==> src/rtl/sort_pkg.sv <==
// sort_pkg: shared types and constants for the sort_ctrl slice.
//   N_WORDS      - words per frame (the network is fixed at four inputs)
//   word_t       - default 4-bit word type
//   sort_state_t - controller FSM states
package sort_pkg;

    localparam int N_WORDS = 4;

    typedef logic [3:0] word_t;

    typedef enum logic [1:0] {
        LOAD  = 2'd0,
        SORT  = 2'd1,
        DRAIN = 2'd2
    } sort_state_t;

endpackage

==> src/rtl/sort4_net.sv <==
// sort4_net: combinational 4-word sorting network, non-increasing order.
// Ports:
//   in_words  [4*W-1:0] - {w3, w2, w1, w0}
//   out_words [4*W-1:0] - sorted, out_words[4W-1 -: W] is the maximum,
//                         out_words[W-1:0] the minimum
module sort4_net #(
    parameter int W = 4
) (
    input  logic [4*W-1:0] in_words,
    output logic [4*W-1:0] out_words
);

    logic [W-1:0] w [4];
    logic [W-1:0] t;

    // Five compare-exchange stages: (0,1) (2,3) (0,2) (1,3) (1,2).
    // Each stage leaves the larger value at the lower index.
    always_comb begin
        t = '0;
        for (int i = 0; i < 4; i++) begin
            w[i] = in_words[i*W +: W];
        end
        if (w[1] > w[0]) begin t = w[0]; w[0] = w[1]; w[1] = t; end
        if (w[3] > w[2]) begin t = w[2]; w[2] = w[3]; w[3] = t; end
        if (w[2] > w[0]) begin t = w[0]; w[0] = w[2]; w[2] = t; end
        if (w[3] > w[1]) begin t = w[1]; w[1] = w[3]; w[3] = t; end
        if (w[2] > w[1]) begin t = w[1]; w[1] = w[2]; w[2] = t; end
        out_words = '0;
        for (int i = 0; i < 4; i++) begin
            out_words[(3-i)*W +: W] = w[i];
        end
    end

endmodule

==> src/rtl/sort_ctrl.sv <==
// sort_ctrl: serial front end for the 4-word sorting network.
// Loads four words over a valid/ready input stream, sorts them in one
// cycle, then streams them out largest-first over a valid/ready output.
// Ports:
//   clk, rst                     - clock, async active-high reset
//   in_valid/in_ready/in_data    - input word stream
//   out_valid/out_ready/out_data - sorted output stream
//   out_last                     - marks the 4th (smallest) word of a frame
//   abort                        - synchronous frame discard
//   busy                         - high while sorting or draining
//   frame_cnt                    - completed frames, wraps at 255
//
// Handshake: a word moves on a stream at a rising clk edge where valid and
// ready are both high. Producers must hold data while valid && !ready;
// this block holds out_data/out_last while out_valid && !out_ready.
// in_ready, out_valid, out_last and busy decode only the registered state.
module sort_ctrl
    import sort_pkg::*;
#(
    parameter int W = 4
) (
    input  logic         clk,
    input  logic         rst,
    input  logic         in_valid,
    output logic         in_ready,
    input  logic [W-1:0] in_data,
    output logic         out_valid,
    input  logic         out_ready,
    output logic [W-1:0] out_data,
    output logic         out_last,
    input  logic         abort,
    output logic         busy,
    output logic [7:0]   frame_cnt
);

    sort_state_t  state_q, state_d;
    logic [1:0]   idx_q, idx_d;
    logic [W-1:0] buf_q    [N_WORDS];
    logic [W-1:0] buf_d    [N_WORDS];
    logic [W-1:0] sorted_q [N_WORDS];
    logic [W-1:0] sorted_d [N_WORDS];
    logic [7:0]   frame_cnt_q, frame_cnt_d;

    logic [4*W-1:0] net_in;
    logic [4*W-1:0] net_out;

    assign net_in = {buf_q[3], buf_q[2], buf_q[1], buf_q[0]};

    sort4_net #(.W(W)) u_net (
        .in_words  (net_in),
        .out_words (net_out)
    );

    always_comb begin
        state_d     = state_q;
        idx_d       = idx_q;
        buf_d       = buf_q;
        sorted_d    = sorted_q;
        frame_cnt_d = frame_cnt_q;
        case (state_q)
            LOAD: begin
                if (in_valid) begin
                    buf_d[idx_q] = in_data;
                    if (idx_q == 2'd3) begin
                        state_d = SORT;
                        idx_d   = 2'd0;
                    end else begin
                        idx_d = idx_q + 2'd1;
                    end
                end
            end
            SORT: begin
                for (int i = 0; i < N_WORDS; i++) begin
                    sorted_d[i] = net_out[(N_WORDS-1-i)*W +: W];
                end
                state_d = DRAIN;
            end
            DRAIN: begin
                if (out_ready) begin
                    if (idx_q == 2'd3) begin
                        state_d     = LOAD;
                        idx_d       = 2'd0;
                        frame_cnt_d = frame_cnt_q + 8'd1;
                    end else begin
                        idx_d = idx_q + 2'd1;
                    end
                end
            end
            default: begin
                state_d = LOAD;
                idx_d   = 2'd0;
            end
        endcase
        // Abort overrides any transfer in the same cycle. A partially
        // written buffer is left stale; the next frame overwrites it.
        if (abort) begin
            state_d     = LOAD;
            idx_d       = 2'd0;
            frame_cnt_d = frame_cnt_q;
        end
    end

    always_ff @(posedge clk or posedge rst) begin
        if (rst) begin
            state_q     <= LOAD;
            idx_q       <= 2'd0;
            frame_cnt_q <= 8'd0;
            for (int i = 0; i < N_WORDS; i++) begin
                buf_q[i]    <= '0;
                sorted_q[i] <= '0;
            end
        end else begin
            state_q     <= state_d;
            idx_q       <= idx_d;
            frame_cnt_q <= frame_cnt_d;
            buf_q       <= buf_d;
            sorted_q    <= sorted_d;
        end
    end

    assign in_ready  = (state_q == LOAD);
    assign out_valid = (state_q == DRAIN);
    assign out_last  = (state_q == DRAIN) && (idx_q == 2'd3);
    assign busy      = (state_q != LOAD);
    assign out_data  = sorted_q[idx_q];
    assign frame_cnt = frame_cnt_q;

endmodule

==> config.mk <==
export PLATFORM = sky130hd
export DESIGN_NAME = sort_ctrl
export DESIGN_NICKNAME = d
export VERILOG_FILES = /design/src/rtl/sort_pkg.sv /design/src/rtl/sort4_net.sv /design/src/rtl/sort_ctrl.sv
export SDC_FILE = /design/constraint.sdc
export NUM_CORES = 1
export LEC_CHECK = 0
export BUFFER_PORTS_ARGS = -buffer_cell sky130_fd_sc_hd__buf_2
export CAP_MARGIN = 0
export CORE_ASPECT_RATIO = 1.75
export CORE_MARGIN = 2
export CORE_UTILIZATION = 55
export DETAILED_ROUTE_END_ITERATION = 8
export GPL_ROUTABILITY_DRIVEN = 0
export GPL_TIMING_DRIVEN = 0
export PLACE_DENSITY = 0.81
export RECOVER_POWER = 25
export SLEW_MARGIN = 20
export SYNTH_ARGS = -nofsm -noshare
export SYNTH_HDL_FRONTEND = slang
export SYNTH_HIERARCHICAL = 1
export SYNTH_SLANG_ARGS = --single-unit
export TNS_END_PERCENT = 100
==> constraint.sdc <==
create_clock -name clk -period 11.8 [get_ports clk]
set_clock_uncertainty 0.05 [all_clocks]
set_input_delay 1.18 -clock clk [delete_from_list [all_inputs] [get_ports clk]]
set_output_delay 1.18 -clock clk [all_outputs]
set_load 0.005 [all_outputs]
==> key figures <==
STA
  • Final hold vios: 0
  • Final period utilization: 52.4%
  • Slew Limit Fails: 37
  • Max_slew headroom: -26.1%
  • Final setup violation count: 0
  • Actual slew at the worst max-slew pin: between 1500 and 2000 ps
  • Max Fclk: around 160 MHz
  • TNS Setup: 0 ps
  • Period minus WS final: slightly above 6000 ps
  • RSZ-0062 raised after global routing: no

Drt
  • # DRC: 0
  • Vias/cell: 5.90
  • DRT Pass-1 Iters: 4
  • Final wirelength: 7.15 mm
  • Vias: ~2,400
  • Routed len/inst: roughly 18 um
  • Post-route ant nets: 0
  • DR iter-0 viols: ~80

Outcome
  • Outcome: finished, violations left
  • Failing checks: max-capacitance violations, max-slew violations

Floorplanning
  • Total I/O pin count: 25
  • Die height: about 110 um
  • Initial Util: 56.8%
  • # rows: 37
  • Total die area: about 6700 um2
  • Core area: between 5000 and 6000 um2
  • Die W: ~63 um

Setup path
  • Worst path required time: 11,950 ps
  • Crit path largest cell delay: between 500 and 600 ps
  • Critical Path Sink: sorted_q[4]
  • CP Launch Point: buf_q[14]
  • Crit path cell chain: inv_1 > ha_1 > and4_1 > a21oi_2 > buf_6 > mux2i_1 > ha_1 > a21oi_1 > a21oi_1 > a41oi_1 > o2111a_1 > buf_2 > mux2i_1 > ha_1 > nor2b_1 > o21a_1 > o21a_1 > o21ai_0 > clkbuf_1 > nor2_1 > mux2i_1 > nand3_1 > mux2_1
  • RR Startpoint: buf_q[14]
  • Worst R2R Path Depth: 23
  • Critical path's slowest cell: mux2i_1
  • Reg2reg end: sorted_q[4]
  • Setup crit end kind: flop
  • WS Path Type: reg -> reg
  • CP Data Arrival Time: ~6300 ps
  • Startpoint Class: flop
  • Worst reg2reg setup slack: approximately 5600 ps
  • Peak fanout along the critical path: 10

Logic synthesis
  • Most used DFF post-synth: dfrtp_1
  • Async SR Flop Fraction: 100%
  • Distinct cells, synth: 51
  • Sequential area share after synthesis: approximately 33%
  • Net count after synthesis: roughly 330
  • Yosys warns: 6
  • Mapped Avg Cell Area: 11.3 um2
  • Syn Inst Count: between 200 and 300
  • Synthesized cell area: roughly 3300 um2
  • #FFs+latches synth: 44
  • Post-synth EDFFs: 0

Clocking
  • Clock slew at reported path FFs: 80 ps
  • Post CTS Setup Buffer Count: 0
  • TritonCTS buffer count: 5
  • Htree depth: 2
  • CTS tree: yes
  • Post_cts resized: 0
  • CTS sink cnt: between 40 and 50
  • Hold_buf cts: 0
  • Worst skew pair latency: ~310 ps
  • Root Buffer: clkbuf_8
  • Clk buf depth: 2

Global route
  • Number of antenna violations at the first check in global routing: 0
  • First-pass GRT wire length: 11.8 mm
  • Gr usage total: 23.1%
  • Vias in the first global route: 2,458
  • Largest net degree at the start of global routing: 37
  • Total congestion overflow: 0

Place
  • Post-DP Area: between 3000 and 4000 um2
  • IO Port Bufs: 24
  • Post-DP HPWL: 5.54 mm

Worst hold path
  • Min-Delay Path Class: reg -> reg

Final layout
  • Area of the multi-input gates: just over 2000 um2
  • # diodes: 0
  • Fillers: about 480
  • FF+latch area: 1100 um2
  • Final Instance Area: between 3000 and 4000 um2
  • Layout area overhead: 10.0%
  • Fraction of layout cells with a size suffix above 1: about 28%
  • Nets: approximately 360

Flow run
  • Max Cap Violations: 1
[critical path, delay by kind of cell, from the launching register on]
| kind | cells | cell delay (ps) |
|---|---|---|
| adder cells (fa/ha/maj) | 3 | 1010 |
| AO/OA/AOI/OAI | 8 | 1560 |
| buffers and inverters | 4 | 920 |
| flip-flops | 1 | 440 |
| multiplexers | 4 | 1470 |
| AND/OR/NAND/NOR | 4 | 610 |
[sequential cells by signal, indices dropped and copies added, names as in the netlist]
signal	cells
buf_q	16
idx_q	2
frame_cnt	8
sorted_q	16
state_q	2
[synth_stat cells, types with 2 or more instances]
cell       instances  area (um2)
a31oi_1            4        25.0
o21a_1             6        45.0
nand4_1            3        18.8
nor3_1             2        10.0
mux2_4            27         405
nor4_1             2        12.5
nor2_1            24        90.1
nor3b_1            2        15.0
a22o_1             2        17.5
buf_2              2        10.0
mux2_1             8        90.1
mux2i_1           25         250
o2111ai_1          2        17.5
inv_1             19        71.3
o21ai_0            3        15.0
and2_1             3        18.8
clkbuf_1           2        7.51
dfrtp_1           44        1100
nand3_1            7        35.0
mux4_2             4        90.1
nand2b_1           2        12.5
a2111o_1           4        45.0
and3_1             5        31.3
and4_1             3        26.3
xor2_1             3        26.3
nor2b_1            2        12.5
or3_1              2        12.5
and4b_1            2        20.0
ha_1              23         288
mux2_2             7        78.8
buf_6              8        90.1
a21oi_1           13        65.1
nand2_1            7        26.3
xnor2_1            4        35.0
[worst min-delay path by stage]
stage            startpoint           end  slack, ps  depth (start not counted)
6_report       frame_cnt[7]  frame_cnt[7]        430                          1
5_1_grt        frame_cnt[7]  frame_cnt[7]        450                          1
4_1_cts        frame_cnt[7]  frame_cnt[7]        440                          1
3_5_place_dp   frame_cnt[7]  frame_cnt[7]        410                          1
3_3_place_gp   frame_cnt[7]  frame_cnt[7]        410                          1
2_1_floorplan   sorted_q[0]   sorted_q[0]        410                          1
[per-stage QoR]
step                      setup slack (ps)  util, %  std cells  hold WS (ps)
after global placement                5990     60.6        395           409
after detailed placement              5830     60.9        396           412
final                                 5620     62.5        404           431
after floorplan                       6710        -        293           409
after CTS                             5700     62.8        404           437
after global routing                  5290     62.5        404           453
[placed cells by master (no fill, tap or decap), types with 3 or more instances in the layout]
cell and n:
nor2_1 24, mux4_2 4, o21ai_0 3, nand4_1 3, buf_6 8, mux2_1 8
xnor2_1 4, o21a_1 6, and2_1 3, and4_1 3, and3_1 5, xor2_1 3
a21oi_1 13, inv_1 19, a2111o_1 4, nand2_1 7, a31oi_1 4, clkbuf_8 5
buf_2 26, mux2_2 7, mux2i_1 25, nand3_1 7, ha_1 23, mux2_4 27
dfrtp_1 44, clkbuf_1 3
[logic make-up after synthesis]
logic type / after synthesis / synth area share (%)
multiplexers: 72 / 28.3
AND/OR/NAND/NOR: 70 / 11.5
flip-flops: 44 / 33.2
AO/OA/AOI/OAI: 43 / 10.3
buffers and inverters: 33 / 5.74
adder cells (fa/ha/maj): 23 / 8.68
XOR/XNOR: 8 / 2.34
[cell type report]
| type | count | share of cell area, % |
|---|---|---|
| multi-input cells | 216 | 55.5 |
| flip-flops and latches | 44 | 30.2 |
| repair buffers | 25 | 3.40 |
| plain buffers | 13 | 3.16 |
| well taps | 78 | 2.68 |
| inverters | 20 | 2.06 |
| clock buffers | 5 | 1.89 |
| clock inverters | 3 | 1.17 |
[per-layer routing]
metal	track usage, %	wire [um]
met3	3.78	212
met1	23.3	2680
met2	43.2	3870
met5	0	0
met4	14.8	378
Power is not shown: default switching activity piles up to over one toggle a cycle in this logic, so the estimate is an artifact.
